$ cat config.mk
export PLATFORM = sky130hd
export DESIGN_NAME = conv3x3_sequencer_flat
export DESIGN_NICKNAME = d
export VERILOG_FILES = /design/src/rtl/conv3x3_sequencer_if.sv /design/src/rtl/conv3x3_sequencer.sv /design/src/flat_wrapper.sv
export SDC_FILE = /design/constraint.sdc
export NUM_CORES = 1
export LEC_CHECK = 0
export CAP_MARGIN = 20
export CORE_ASPECT_RATIO = 1.1
export CORE_UTILIZATION = 55
export DETAILED_ROUTE_END_ITERATION = 7
export MAX_ROUTING_LAYER = met4
export PLACE_DENSITY = 0.87
export SYNTH_ARGS = -nofsm -noshare
export SYNTH_HDL_FRONTEND = slang
export SYNTH_SLANG_ARGS = --single-unit
$ cat constraint.sdc
create_clock -name clk -period 5.83 [get_ports clk]
set_input_delay 1.749 -clock clk [delete_from_list [all_inputs] [get_ports clk]]
set_output_delay 1.749 -clock clk [all_outputs]
set_load 0.1 [all_outputs]
$ cat src/rtl/conv3x3_sequencer_if.sv
// Address/strobe bus between the 3x3 convolution sequencer and its RAMs/MAC datapath.
// master = sequencer, slave = RAM/MAC/output-buffer side.
interface conv3x3_sequencer_if #(
  parameter int ADDR_W  = 6,
  parameter int OADDR_W = 6
);
  logic [ADDR_W-1:0]  in_addr;
  logic [3:0]         w_addr;
  logic               in_re;
  logic               mac_valid;
  logic               mac_first;
  logic               mac_last;
  logic [OADDR_W-1:0] out_addr;
  logic               out_we;
  logic               out_ready;

  modport master (
    output in_addr, w_addr, in_re, mac_valid, mac_first, mac_last, out_addr, out_we,
    input  out_ready
  );

  modport slave (
    input  in_addr, w_addr, in_re, mac_valid, mac_first, mac_last, out_addr, out_we,
    output out_ready
  );
endinterface

$ cat src/rtl/conv3x3_sequencer.sv
// Sequences one 3x3 valid-convolution pass: 9 tap reads per window, a drain cycle
// for the 1-cycle RAM latency, then a held output write; windows scan row-major.
module conv3x3_sequencer #(
  parameter int IMG_W   = 8,
  parameter int IMG_H   = 8,
  parameter int ADDR_W  = 6,
  parameter int OADDR_W = 6
) (
  input  logic                 clk,
  input  logic                 rst,
  input  logic                 start,
  output logic                 busy,
  output logic                 done,
  conv3x3_sequencer_if.master  bus
);

  localparam int CW = $clog2(IMG_W);
  localparam int RW = $clog2(IMG_H);
  localparam logic [CW-1:0] COL_LAST = CW'(IMG_W - 3);
  localparam logic [RW-1:0] ROW_LAST = RW'(IMG_H - 3);
  localparam logic [3:0]    TAP_LAST = 4'd8;

  typedef enum logic [2:0] {
    S_IDLE,
    S_ISSUE,
    S_DRAIN,
    S_WRITE,
    S_DONE
  } state_t;

  typedef struct packed {
    logic valid;
    logic first;
    logic last;
  } strobe_t;

  state_t        state, nstate;
  logic [RW-1:0] row;
  logic [CW-1:0] col;
  logic [3:0]    tap;
  logic [1:0]    ky, kx;
  logic          win_last;
  strobe_t       stb_d, stb_q;

  logic [ADDR_W-1:0]  iy, ix, win_in_addr;
  logic [OADDR_W-1:0] win_out_addr;

  // Tap index -> kernel offset; a lookup avoids a divider on a 4-bit value.
  always_comb begin
    {ky, kx} = 4'b0000;
    case (tap)
      4'd0:    {ky, kx} = 4'b0000;
      4'd1:    {ky, kx} = 4'b0001;
      4'd2:    {ky, kx} = 4'b0010;
      4'd3:    {ky, kx} = 4'b0100;
      4'd4:    {ky, kx} = 4'b0101;
      4'd5:    {ky, kx} = 4'b0110;
      4'd6:    {ky, kx} = 4'b1000;
      4'd7:    {ky, kx} = 4'b1001;
      4'd8:    {ky, kx} = 4'b1010;
      default: {ky, kx} = 4'b0000;
    endcase
  end

  assign iy           = ADDR_W'(row) + ADDR_W'(ky);
  assign ix           = ADDR_W'(col) + ADDR_W'(kx);
  assign win_in_addr  = iy * ADDR_W'(IMG_W) + ix;
  assign win_out_addr = OADDR_W'(row) * OADDR_W'(IMG_W - 2) + OADDR_W'(col);
  assign win_last     = (row == ROW_LAST) && (col == COL_LAST);

  always_ff @(posedge clk or negedge rst) begin
    if (!rst) state <= S_IDLE;
    else      state <= nstate;
  end

  always_comb begin
    nstate       = state;
    busy         = 1'b0;
    done         = 1'b0;
    bus.in_re    = 1'b0;
    bus.in_addr  = '0;
    bus.w_addr   = '0;
    bus.out_we   = 1'b0;
    bus.out_addr = '0;
    case (state)
      S_IDLE: begin
        if (start) nstate = S_ISSUE;
      end
      S_ISSUE: begin
        busy        = 1'b1;
        bus.in_re   = 1'b1;
        bus.in_addr = win_in_addr;
        bus.w_addr  = tap;
        if (tap == TAP_LAST) nstate = S_DRAIN;
      end
      S_DRAIN: begin
        busy   = 1'b1;
        nstate = S_WRITE;
      end
      S_WRITE: begin
        busy         = 1'b1;
        bus.out_we   = 1'b1;
        bus.out_addr = win_out_addr;
        if (bus.out_ready) nstate = win_last ? S_DONE : S_ISSUE;
      end
      S_DONE: begin
        done   = 1'b1;
        nstate = S_IDLE;
      end
      default: nstate = S_IDLE;
    endcase
  end

  // Window position and tap counter; row/col are rebased on every accepted start.
  always_ff @(posedge clk or negedge rst) begin
    if (!rst) begin
      row <= '0;
      col <= '0;
      tap <= '0;
    end else begin
      case (state)
        S_IDLE: begin
          if (start) begin
            row <= '0;
            col <= '0;
            tap <= '0;
          end
        end
        S_ISSUE: tap <= (tap == TAP_LAST) ? 4'd0 : tap + 4'd1;
        S_WRITE: begin
          if (bus.out_ready) begin
            if (col == COL_LAST) begin
              col <= '0;
              row <= row + 1'b1;
            end else begin
              col <= col + 1'b1;
            end
          end
        end
        default: ;
      endcase
    end
  end

  // Strobes trail the address by the RAM read latency so they line up with tap data.
  always_comb begin
    stb_d.valid = (state == S_ISSUE);
    stb_d.first = (state == S_ISSUE) && (tap == 4'd0);
    stb_d.last  = (state == S_ISSUE) && (tap == TAP_LAST);
  end

  always_ff @(posedge clk or negedge rst) begin
    if (!rst) stb_q <= '0;
    else      stb_q <= stb_d;
  end

  assign bus.mac_valid = stb_q.valid;
  assign bus.mac_first = stb_q.first;
  assign bus.mac_last  = stb_q.last;

endmodule

$ cat src/flat_wrapper.sv
// flat-port wrapper written by rule: the top's interface ports become plain ports
module conv3x3_sequencer_flat 
#(
  parameter int IMG_W   = 8,
  parameter int IMG_H   = 8,
  parameter int ADDR_W  = 6,
  parameter int OADDR_W = 6
)
  (clk, rst, start, busy, done, bus_in_addr, bus_w_addr, bus_in_re, bus_mac_valid, bus_mac_first, bus_mac_last, bus_out_addr, bus_out_we, bus_out_ready);
  conv3x3_sequencer_if #(.ADDR_W(ADDR_W), .OADDR_W(OADDR_W)) bus_i ();
  input  logic clk;
  input  logic rst;
  input  logic start;
  output logic busy;
  output logic done;
  output wire logic [$bits(bus_i.in_addr)-1:0] bus_in_addr;
  output wire logic [$bits(bus_i.w_addr)-1:0] bus_w_addr;
  output wire logic [$bits(bus_i.in_re)-1:0] bus_in_re;
  output wire logic [$bits(bus_i.mac_valid)-1:0] bus_mac_valid;
  output wire logic [$bits(bus_i.mac_first)-1:0] bus_mac_first;
  output wire logic [$bits(bus_i.mac_last)-1:0] bus_mac_last;
  output wire logic [$bits(bus_i.out_addr)-1:0] bus_out_addr;
  output wire logic [$bits(bus_i.out_we)-1:0] bus_out_we;
  input wire logic [$bits(bus_i.out_ready)-1:0] bus_out_ready;
  assign bus_in_addr = bus_i.in_addr;
  assign bus_w_addr = bus_i.w_addr;
  assign bus_in_re = bus_i.in_re;
  assign bus_mac_valid = bus_i.mac_valid;
  assign bus_mac_first = bus_i.mac_first;
  assign bus_mac_last = bus_i.mac_last;
  assign bus_out_addr = bus_i.out_addr;
  assign bus_out_we = bus_i.out_we;
  assign bus_i.out_ready = bus_out_ready;
  conv3x3_sequencer #(.IMG_W(IMG_W), .IMG_H(IMG_H), .ADDR_W(ADDR_W), .OADDR_W(OADDR_W)) u_core (.clk(clk), .rst(rst), .start(start), .busy(busy), .done(done), .bus(bus_i));
endmodule
==> impl_metrics.yaml, run 1 <==
floorplanning:
  fp.dieW_um: 49.3
  dieArea_sq_um: 2670
  die_h_um: 54.1
  coreArea_sq_um: 2300
  start_util: 0.590
  boundaryPins: 27
  row_count: 18
clock_network:
  cts_hold_buffers: 0
  clock-root-buffer: "clkbuf_4"
  cts_max_level: 1
  clk_pin_slew_ns: 0.10
  clk_latency_ns: 0.29
  ctsLongestPathBuffers: 2
  clock-sinks: 16
  numCtsBuffers: 3
  cts_resized: 0
  cts_setup_buffers: 0
  cts_tree: "done"
sta:
  worst_pin_slew_ns: 0.997
  finalCriticalPeriod_ns: 5.02
  setup_tns_ns: 0
  setup_ws_ns: 0.806
  post-route-period-util: 0.862
  setup_viol: 0
  slew_headroom: 0.326
  report.final.slew_viol_count: 0
  rsz0062_at_grt: "no"
  max_freq_ghz: 0.199
  hold_violations: 0
  skew_ns: 0.00624
route:
  ant_nets: 0
  first_pass_iters: 4
  wire_per_inst_um: 14.8
  vias: 1189
  drt_iter0_markers: 54
  drc: 0
  finalWirelength_um: 2950
  vias_per_cell: 5.95
logic_synthesis:
  ys_types: 42
  synth_top_area_share: 0.295
  synth_area_sq_um: 1360
  yosys_warnings: 0
  synthFlopType: "dfrtp_1"
  synth-edff-count: 0
  async_flop_share: 1.00
  synth_area_per_cell_sq_um: 9.16
  synthCells: 148
  ys_seq_area_frac: 0.295
  synth_top_area_cell: "dfrtp_1"
  syn-num-nets: 171
  synthTopCellsByArea: "dfrtp_1 30%, ha_1 14%, fa_1 5.9%"
  ys_ff_latch: 16
setup_path:
  path_cells: "inv_1, ha_1, a211oi_1, ha_1, fa_1, xnor2_1, nor2_1, clkdlybuf4s50_1"
  cp_top_family: "buffers and inverters"
  crit_top_cell: "ha_1"
  cp_max_fo: 5
  startpoint_type: "flop"
  cp_slowest_cell: "clkdlybuf4s50_1"
  crit_type: "flop to output pin"
  arrival_ns: 3.28
  path_buf_inv: 2
  max_stage_delay_ns: 1.14
  r2r_slack_ns: 3.98
  worst_setup_path_end_kind: "output pin"
  crit_required_ns: 4.08
worst_hold_path:
  min_path_type: "flop to flop"
cells_and_area:
  area_growth_pct: 20.6
  antenna_cells: 0
  layout-drive-gt1-share: 0.0647
  fill_cells: 188
  finalCoreUtilization: 0.711
  fin_nets: 194
status:
  status: "finished, final reports clean"
global_route:
  antenna_found_initial: 0
  grt_pass1_wl_um: 4860
  grt_start_max_net_pins: 17
  grt_remaining_overflow: 0
  grt_pass1_vias: 1114
  track_usage: 0.254
placement:
  gp_congestion: 0.853
  io_buffers: 26
  dpl.hpwl_um: 2210
  pre_cts_slack_ns: 1.14
job:
  max_cap_violations: 0
layout make-up:
type                    count  area [sq um]  area share
inverters                   8          30.0      0.0184
multi-input cells         116           882       0.540
repair buffers             26           248       0.152
clock buffers               4          36.3      0.0222
flip-flops and latches     16           400       0.245
well taps                  30          37.5      0.0230
per-stage QoR:
stage,instance area (sq um),hold slack [ns],cells
floorplan,1360,0.530,148
finish,1630,0.641,200
detailed placement,1600,0.614,196
CTS,1630,0.629,200
global route,1630,0.666,200
global placement,1600,0.560,196
layout by cell type, fill, tap and decap left out, types with 4 or more instances in the layout:
cell	Yosys	layout
nor3_1	4	4
fa_1	4	4
inv_1	8	8
o21ai_0	6	6
buf_4	0	5
nor2b_1	5	5
nor2_1	9	9
dfrtp_1	16	16
a21oi_1	7	7
xnor2_1	6	6
clkdlybuf4s50_1	0	21
nand3_1	4	4
ha_1	15	15
nand2_1	11	11
and2_1	10	10
layer usage:
metal,part of all wire,vias up,GRT usage
met3,0.045,9,0.0254
li1,-,562,-
met4,0.020,0,0.157
met2,0.51,47,0.450
met5,0,-,-
met1,0.42,571,0.281
logic make-up after synthesis:
family                   synth area share
XOR/XNOR                           0.0388
adder cells (fa/ha/maj)             0.198
flip-flops                          0.295
multiplexers                       0.0148
AND/OR/NAND/NOR                     0.266
AO/OA/AOI/OAI                       0.134
buffers and inverters              0.0536
final timing paths:
kind / startpoint / endpoint / cells after the start
worst min-delay path: u_core.tap[0]$_DFFE_PN0P_ / u_core.tap[0]$_DFFE_PN0P_ / 1
min in group asynchronous: rst / u_core.row[2]$_DFFE_PN0P_ / 1
worst max register to register: u_core.state[0]$_DFFE_PN0P_ / u_core.tap[0]$_DFFE_PN0P_ / 4
max in group asynchronous: rst / u_core.state[2]$_DFFE_PN0P_ / 1
worst min register to register: u_core.tap[0]$_DFFE_PN0P_ / u_core.tap[0]$_DFFE_PN0P_ / 1
worst max-delay path: u_core.tap[1]$_DFFE_PN0P_ / bus_in_addr[2] / 8
state kept, by name (all words and copies together), names as in the netlist:
register and flops:
u_core.bus.mac_first 1, u_core.bus.mac_last 1, u_core.bus.mac_valid 1, u_core.col 3, u_core.row 3, u_core.state 3, u_core.tap 4
synth_stat cells, types with 5 or more instances:
master    n
a21oi_1   7
nand2_1  11
inv_1     8
o21ai_0   6
nor2b_1   5
ha_1     15
nor2_1    9
and2_1   10
dfrtp_1  16
xnor2_1   6
Power of run 1 is not shown: default switching activity piles up to over one toggle a cycle in this logic, so the estimate is an artifact.
==> run 2, diff against run 1 <==
CORE_UTILIZATION = 45   (was 55)
PLACE_DENSITY = 0.74   (was 0.87)
SLEW_MARGIN = 20   (was unset)
==> run 2 against run 1 <==
Core utilization down 13 points. Maximum frequency rose by 2.3%. Sequential share of layout area rose by 0.19 points. Global-route usage decreased by 1.8 points. Worst setup slack better by 0.11 ns. Cell count up 1.0%. First-iteration DRC count fell by 72%. Sequential cell count did not move. Wire length increased by 4.1%. Critical path depth decreased by 1. Count of clock-buffer cells in the layout shrank 1. Die area is 21% higher.
==> impl_metrics.yaml, run 2 (synthesized netlist as in run 1, its figures left out) <==
cells_and_area:
  area_growth_pct: 19.7
  fin_nets: 194
  fill_cells: 266
  fin_area_sq_um: 1620
  layout-drive-gt1-share: 0.0651
  layout_common_cells: "20 x clkdlybuf4s50_1, 16 x dfrtp_1, 15 x ha_1"
  largest_register_ffs: 4
  final_common_cell: "clkdlybuf4s50_1"
  top_register: "u_core.tap"
  antenna_cells: 0
route:
  wire_per_inst_um: 15.2
  drt_iter0_markers: 15
  drc: 0
  finalWirelength_um: 3070
  vias: 1139
  first_pass_iters: 5
  ant_nets: 0
  vias_per_cell: 5.64
clock_network:
  cts_tree: "done"
  cts_max_level: 1
  ctsLongestPathBuffers: 2
  clk_pin_slew_ns: 0.10
  cts_resized: 0
  clk_latency_ns: 0.29
  cts_setup_buffers: 0
  clock-root-buffer: "clkbuf_4"
  clock-sinks: 16
  numCtsBuffers: 3
  cts_hold_buffers: 0
global_route:
  track_usage: 0.236
  grt_pass1_wl_um: 5240
  grt_remaining_overflow: 0
  grt_start_max_net_pins: 17
  grt_pass1_vias: 1144
  antenna_found_initial: 0
setup_path:
  arrival_ns: 3.16
  startpoint_type: "flop"
  crit_required_ns: 4.08
  r2r_slack_ns: 4.01
  crit_type: "flop to output pin"
  cp_max_fo: 5
  worst_setup_path_end_kind: "output pin"
sta:
  setup_viol: 0
  post-route-period-util: 0.842
  setup_tns_ns: 0
  skew_ns: 0.00423
  report.final.slew_viol_count: 0
  rsz0062_at_grt: "no"
  max_freq_ghz: 0.204
  slew_headroom: 0.347
  finalCriticalPeriod_ns: 4.91
  holdWs_ns: 0.595
  hold_violations: 0
  worst_pin_slew_ns: 0.977
placement:
  placed_cell_area_sq_um: 1600
  dpl.hpwl_um: 2310
  io_buffers: 26
  gp_congestion: 0.922
floorplanning:
  row_count: 20
  coreArea_sq_um: 2800
  fp.dieW_um: 54.3
  start_util: 0.483
  dieArea_sq_um: 3230
  die_h_um: 59.6
  boundaryPins: 27
job:
  max_cap_violations: 0
worst_hold_path:
  min_path_type: "flop to flop"
status:
  status: "finished, final reports clean"
## run 2: cell count changes in the layout (fill, tap and decap cells not counted)
| cell | before | now |
|---|---|---|
| buf_4 | 5 | 6 |
| clkbuf_8 | 1 | 0 |
| clkdlybuf4s50_1 | 21 | 20 |
## run 2: through the flow
stage,setup WS [ns],cells,utilization
2_1_floorplan,0.479,148,-
3_3_place_gp,1.29,199,0.571
3_5_place_dp,1.25,199,0.571
4_1_cts,0.909,202,0.579
5_1_grt,0.733,202,0.579
6_report,0.919,202,0.579
## run 2: path summary, 6_finish.rpt
path | startpoint | to | cells after the start
max | u_core.row[1]$_DFFE_PN0P_ | bus_out_addr[3] | 7
min | u_core.tap[0]$_DFFE_PN0P_ | u_core.tap[0]$_DFFE_PN0P_ | 1
max reg2reg | u_core.state[0]$_DFFE_PN0P_ | u_core.state[1]$_DFFE_PN0P_ | 4
min reg2reg | u_core.tap[0]$_DFFE_PN0P_ | u_core.tap[0]$_DFFE_PN0P_ | 1
max in group asynchronous | rst | u_core.state[1]$_DFFE_PN0P_ | 1
min in group asynchronous | rst | u_core.tap[3]$_DFFE_PN0P_ | 1
## run 2: worst max-delay path, stage by stage (launching register included)
cell and delay [ns]:
dfrtp_1 0.46, inv_1 0.13, ha_1 0.29, inv_1 0.08
fa_1 0.41, nor2b_1 0.16, nor3_1 0.18, clkdlybuf4s50_1 1.16
## run 2: per-layer routing
layer | part of all wire | vias to the layer above | global-route usage | wire, um
met5 | 0 | - | - | 0
met4 | 0.019 | 0 | 0.106 | 58
met3 | 0.032 | 5 | 0.0256 | 97
met2 | 0.52 | 30 | 0.397 | 1590
met1 | 0.43 | 550 | 0.275 | 1320
li1 | - | 554 | - | -
## run 2: cell type report
| type | instances | area [sq um] | area share |
|---|---|---|---|
| repair buffers | 26 | 245 | 0.151 |
| multi-input cells | 116 | 882 | 0.544 |
| well taps | 33 | 41.3 | 0.0255 |
| flip-flops and latches | 16 | 400 | 0.247 |
| clock buffers | 3 | 22.5 | 0.0139 |
| inverters | 8 | 30.0 | 0.0185 |
Power of run 2 is left out for the same reason.
